$ cat config.mk
export PLATFORM = sky130hd
export DESIGN_NAME = hier_node_sequencer
export DESIGN_NICKNAME = d
export VERILOG_FILES = /design/src/rtl/hier_node_sequencer.sv
export SDC_FILE = /design/constraint.sdc
export NUM_CORES = 1
export LEC_CHECK = 0
export CAP_MARGIN = 20
export CORE_MARGIN = 2
export CORE_UTILIZATION = 50
export DETAILED_ROUTE_END_ITERATION = 8
export HOLD_SLACK_MARGIN = 0.03
export MAX_ROUTING_LAYER = met4
export PLACE_DENSITY = 0.79
export SYNTH_ARGS = -nofsm -noshare
export SYNTH_HDL_FRONTEND = slang
export SYNTH_SLANG_ARGS = --single-unit
$ cat constraint.sdc
create_clock -name clk -period 2.3 [get_ports clk]
set_clock_uncertainty 0.2 [all_clocks]
set_input_delay 0.69 -clock clk [delete_from_list [all_inputs] [get_ports clk]]
set_output_delay 0.69 -clock clk [all_outputs]
set_load 0.02 [all_outputs]
$ cat src/rtl/hier_node_sequencer.sv
// Hierarchy node: launches a masked set of children (concurrently or serially),
// collects their completion pulses and reports one aggregate done with timeout.
module hier_node_sequencer #(
    parameter int unsigned NUM_CHILDREN = 5,
    parameter int unsigned CNT_WIDTH    = 8,
    parameter int unsigned TIMEOUT      = 255,
    parameter int unsigned SERIAL_MODE  = 0
) (
    input  logic                    clk,
    input  logic                    rst_n,
    input  logic                    start_i,
    input  logic [NUM_CHILDREN-1:0] en_mask_i,
    output logic [NUM_CHILDREN-1:0] child_start_o,
    input  logic [NUM_CHILDREN-1:0] child_done_i,
    output logic                    busy_o,
    output logic                    done_o,
    output logic [NUM_CHILDREN-1:0] done_mask_o,
    output logic                    timeout_o,
    output logic [CNT_WIDTH-1:0]    cycle_cnt_o
);

    typedef enum logic [1:0] {IDLE, LAUNCH, WAIT, FINISH} state_t;

    state_t                  state_q, state_d;
    logic [NUM_CHILDREN-1:0] mask_q;
    logic [NUM_CHILDREN-1:0] active_q;
    logic [CNT_WIDTH-1:0]    tmo_q;

    logic [NUM_CHILDREN-1:0] pending;
    logic [NUM_CHILDREN-1:0] lowest;
    logic [NUM_CHILDREN-1:0] launch_bits;
    logic [NUM_CHILDREN-1:0] accept;
    logic [NUM_CHILDREN-1:0] done_new;
    logic                    found;
    logic                    complete;
    logic                    tmo_hit;

    always_comb begin
        pending = mask_q & ~done_mask_o;
        lowest  = '0;
        found   = 1'b0;
        for (int unsigned i = 0; i < NUM_CHILDREN; i++) begin
            if (pending[i] && !found) begin
                lowest[i] = 1'b1;
                found     = 1'b1;
            end
        end
        launch_bits = (SERIAL_MODE != 0) ? lowest : mask_q;
        // In serial mode only the child currently running may report completion.
        accept      = (SERIAL_MODE != 0) ? active_q : mask_q;
        done_new    = done_mask_o | (child_done_i & accept);
        complete    = (SERIAL_MODE != 0) ? |(child_done_i & active_q)
                                         : (done_new == mask_q);
        tmo_hit     = (tmo_q == CNT_WIDTH'(TIMEOUT - 1));

        state_d       = state_q;
        child_start_o = '0;
        done_o        = 1'b0;
        busy_o        = (state_q != IDLE);

        case (state_q)
            IDLE: begin
                if (start_i) begin
                    state_d = (en_mask_i == '0) ? FINISH : LAUNCH;
                end
            end
            LAUNCH: begin
                child_start_o = launch_bits;
                state_d       = WAIT;
            end
            WAIT: begin
                if (complete) begin
                    state_d = ((SERIAL_MODE != 0) && |(mask_q & ~done_new)) ? LAUNCH : FINISH;
                end else if (tmo_hit) begin
                    state_d = FINISH;
                end
            end
            FINISH: begin
                done_o  = 1'b1;
                state_d = IDLE;
            end
            default: state_d = IDLE;
        endcase
    end

    always_ff @(posedge clk or negedge rst_n) begin
        if (!rst_n) begin
            state_q     <= IDLE;
            mask_q      <= '0;
            active_q    <= '0;
            tmo_q       <= '0;
            done_mask_o <= '0;
            timeout_o   <= 1'b0;
            cycle_cnt_o <= '0;
        end else begin
            state_q <= state_d;
            if (state_q != IDLE && cycle_cnt_o != '1) begin
                cycle_cnt_o <= cycle_cnt_o + CNT_WIDTH'(1);
            end
            case (state_q)
                IDLE: begin
                    if (start_i) begin
                        mask_q      <= en_mask_i;
                        active_q    <= '0;
                        done_mask_o <= '0;
                        timeout_o   <= 1'b0;
                        cycle_cnt_o <= '0;
                    end
                end
                LAUNCH: begin
                    tmo_q    <= '0;
                    active_q <= launch_bits;
                end
                WAIT: begin
                    done_mask_o <= done_new;
                    tmo_q       <= tmo_q + CNT_WIDTH'(1);
                    if (!complete && tmo_hit) begin
                        timeout_o <= 1'b1;
                    end
                end
                default: ;
            endcase
        end
    end

endmodule
# [Yosys cells after proc, flatten, opt, wreduce, memory -nomap -nowiden]
# Cells that the tools add are included.
[op_classes] addsub=2 n_eq_ne=9 mux=16 n_bitwise=2 reduce_logical=12
[op_table] op="$mux 8" count=3
[op_table] op="$add 8x1->8 const B" count=2
[op_table] op="$pmux 8 s2" count=1
[op_table] op="$mux 5" count=2
[op_table] op="$pmux 5 s2" count=1
[op_table] op="$eq 8x8->1 const B" count=1
[op_table] op="$mux 2" count=4
[op_table] op="$ne 8x8->1 const B" count=1
[op_table] op="$pmux 2 s4" count=1
[op_table] op="$reduce_and 2->1" count=3
[op_table] op="$reduce_bool 2->1" count=3
[op_table] op="$and 5x5->5" count=1
[op_table] op="$eq 5x5->1" count=1
[op_table] op="$logic_not 5->1" count=1
[op_table] op="$or 5x5->5" count=1
[op_table] op="$eq 2x2->1 const B" count=2
[op_table] op="$ne 2x2->1 const B" count=2
[op_table] op="$mux 1" count=3
[op_table] op="$ne 3x3->1 const B" count=1
[op_table] op="$reduce_and 3->1" count=1
[op_table] op="$eq 2x1->1 const B" count=1
[op_table] op="$logic_and 1x1->1" count=2
[op_table] op="$logic_not 2->1" count=1
[op_table] op="$pmux 1 s2" count=1
[op_table] op="$logic_not 1->1" count=1
[totals] ff_bits=29 inputBits=13

# [Longest topological paths before layout]
[logic_depth] ltp_word=7 ltp_mapped=8

# [Worst setup path before layout]
# Ideal clock, no wire load.
[synth_timing] path_type="input -> register" startpoint="input child_done_i[1]" endpoint="register state_q[1]" setup_ns=0.125 t_arrival_ns=1.659 t_required_ns=1.975 slack_ns=0.316 path_stages=6 path_cell_list="nand2b_1 -> o32ai_1 -> a211oi_1 -> nand3_1 -> a31oi_1 -> mux2_2"
[synth_between] elab_chain_cells=5
[synth_rtl] element="start: declaration" line="14" text="input logic [NUM_CHILDREN-1:0] child_done_i,"
[synth_rtl] element="$and 5x5->5 *" line="51" text="done_new = done_mask_o | (child_done_i & accept);"
[synth_rtl] element="$or 5x5->5 *" line="51"
[synth_rtl] element="$eq 5x5->1 *" line="53" text=": (done_new == mask_q);"
[synth_rtl] element="$mux 2 / $ne 3x3->1 (equally long branches)"
[synth_rtl] element="$pmux 2 s4 / $reduce_and 2->1 (equally long branches)"
[synth_rtl] element="end signal: assignment" line="96" text="state_q <= state_d;"
[synth_rtl] element="end: declaration" line="24" text="state_t state_q, state_d;"
# Every way passes the cells marked *; elsewhere a longest branch is shown, timed or not.
# A chain may end at the register's enable or synchronous reset.

# [Worst setup path in the final report]
[layout_timing] startpoint="register cycle_cnt_o[6]" endpoint="output cycle_cnt_o[6]"
[layout_rtl] element="start: declaration" line="19" text="output logic [CNT_WIDTH-1:0] cycle_cnt_o"
[layout_rtl] element="start signal: assignment" line="98" text="cycle_cnt_o <= cycle_cnt_o + CNT_WIDTH'(1);"
# No word-level cell between the ends.

==> results.toml <==
[run_status]
status = "completed"

[timing]
tns_ns = 0
period_needed_ns = 2.23
setup_viol = 0
slew_headroom = 0.702
rsz0062_at_grt = "no"
finalCritPeriodShare = 0.971
hold_viol = 0
layout_setup_ws_ns = 0.0662
worst_slew_pin_slew_ns = 0.446
slew_violations = 0
fmax_ghz = 0.448

[finish]
area_delta_synth_final_pct = 32.8
layout.nets = 231
drive_gt1_frac = 0.161
fin_area_sq_um = 2080
num-fill-cells = 248
insertedDiodeCount = 0
final_cells = 255
register_area_sq_um = 727
multiInputGateArea_sq_um = 796

[clocking]
htree_levels = 2
post_cts_buffers = 0
postCtsHoldBufs = 0
clock_latency_ns = 0.33
cts_buffers = 5
cts_buffer_depth = 2
clock_sinks = 29
path_clk_slew_ns = 0.09
cts-root-buf = "clkbuf_4"
cts_resized = 27
cts_tree = "built"

[worst_hold_path]
hold_class = "flip-flop to flip-flop"

[synth]
avgSynthCellArea_sq_um = 9.45
yosys_warnings = 0
synth_cell_types = 32
syn_nets = 187
synth_top_cell_by_area = "dfrtp_1"
synth-seq-cells = 29
synthCells = 166
seq_area_frac_synth = 0.463
synth_top_area_frac = 0.463
synthTopCellsByArea = "dfrtp_1, ha_1, o21ai_0"
synthesis.area_sq_um = 1570

[placement]
hpwl_mm = 2.76
dp_cells = 247
port-buffer-count = 33
dp_slack_ns = -0.274
place_area_sq_um = 2000
gp_congestion = 0.825

[route]
drt-initial-drc-count = 121
dr.pass1.iters = 4
vias_per_cell = 5.54
drt_wl_total_mm = 3.72
drcViolationCount = 0
ant_nets = 0
num_vias = 1413
post_drt_wl_per_cell_um = 14.6

[pwr]
total_power_w = 0.00254
power.density_nw_per_um2 = 1220
p_leak_nw = 1.04
ir_drop_mv = 0.588

[floorplanning]
core_area_sq_um = 3030
die_h_um = 60.0
std_cell_rows = 20
die_area_sq_um = 3600
die_w_um = 60.0
initial_core_util = 0.518
ios = 34

[worst_setup_path]
path_max_fanout = 4
r2r_slack_ns = 0.25
cp_data_arrival_time_ns = 1.34
path_buf_inv = 1
critPathKind = "flip-flop to primary output"
max_stage_delay_ns = 0.62
cpLargestDelayFamily = "buffers and inverters"
path_cells = "clkdlybuf4s50_1"
endpoint_kind = "primary output"
crit_required_ns = 1.41
critPathLaunchType = "flip-flop"
cp_slowest_cell = "clkdlybuf4s50_1"

[grt]
grt-ovfl-total = 0
track_usage = 0.240
grt_pass1_wl_mm = 6.26
antenna_found_initial = 0
first_global_vias = 1345
grt_max_degree = 30

[job]
cap_viol_max_count = 0
flip-flops by register name, indices dropped and copies added (netlist names):
register / count
cycle_cnt_o: 8
tmo_q: 8
accept: 5
done_mask_o: 5
state_q: 2
timeout_o: 1
kinds of logic (layout without fill, tap and decap cells):
group	after synthesis	in the layout	share of synthesized area
flops	29	29	0.463
compound gates	42	42	0.167
mux	10	10	0.0686
xor+xnor	3	3	0.0167
buf+inv	16	61	0.0383
simple gates	58	58	0.183
fa+ha+maj	8	8	0.0638
final cells by class:
cell class,count,area share
multi-input combinational,121,0.382
tap,44,0.0264
sequential,29,0.349
clock inverter,1,0.0144
clock buffer,7,0.0264
timing repair buffer,41,0.180
inverter,12,0.0216
final timing paths:
path                                 from             end  depth (start not counted)
min reg2reg                      tmo_q[4]        tmo_q[4]                          1
max                        cycle_cnt_o[6]  cycle_cnt_o[6]                          1
max reg2reg                    state_q[0]  done_mask_o[4]                          7
min                              tmo_q[4]        tmo_q[4]                          1
max in group asynchronous           rst_n  cycle_cnt_o[0]                          2
min in group asynchronous           rst_n  done_mask_o[4]                          2
synthesized netlist by cell type:
cell type and n:
inv_1 12, mux2_2 6, nand4_1 1, and4_1 1, nor3_1 5, a31oi_1 6, xor2_1 1, o2bb2ai_1 2
or3b_1 1, dfrtp_1 29, a21boi_0 1, and3_4 2, nand2b_1 1, nor2_1 12, a21o_1 1, ha_1 8
a211oi_1 1, clkbuf_1 4, mux2i_1 4, nand3_1 13, and2_1 5, nand2_1 15, o22ai_1 1, a21oi_1 8
or2_2 1, a221oi_1 3, o21ai_0 14, o31ai_1 3, xnor2_1 2, o32a_1 1, o32ai_1 1, nor2b_1 1
report_power, final:
| group | switching (W) | total, W | internal (W) | leakage, nW |
|---|---|---|---|---|
| combinational | 0.000695 | 0.00125 | 0.000551 | 0.617 |
| sequential | 0.000196 | 0.000859 | 0.000663 | 0.381 |
| clock | 0.000176 | 0.000436 | 0.000260 | 0.0455 |
placed cells by master (no fill, tap or decap), types with 7 or more instances in the layout:
cell / n
dfrtp_1: 28
nand2_1: 15
clkdlybuf4s50_1: 15
o21ai_0: 14
nand3_1: 13
nor2_1: 12
inv_1: 11
dlymetal6s2s_1: 9
a21oi_1: 8
buf_4: 8
ha_1: 7
per-layer routing:
layer / routed length, um / vias up / share of wire / GRT usage
li1: - / 680 / - / -
met1: 1670 / 686 / 0.45 / 0.319
met2: 1810 / 41 / 0.49 / 0.359
met3: 208 / 6 / 0.056 / 0.0649
met4: 34 / 0 / 0.0091 / 0.0730
met5: 0 / - / 0 / -
metrics by stage:
stage          hold WS, ns  utilization
4_1_cts              0.299        0.693
6_report             0.290        0.688
5_1_grt              0.330        0.688
2_1_floorplan        0.194            -
3_3_place_gp         0.277        0.660
3_5_place_dp         0.285        0.660
(Power assumes the default switching activity.)
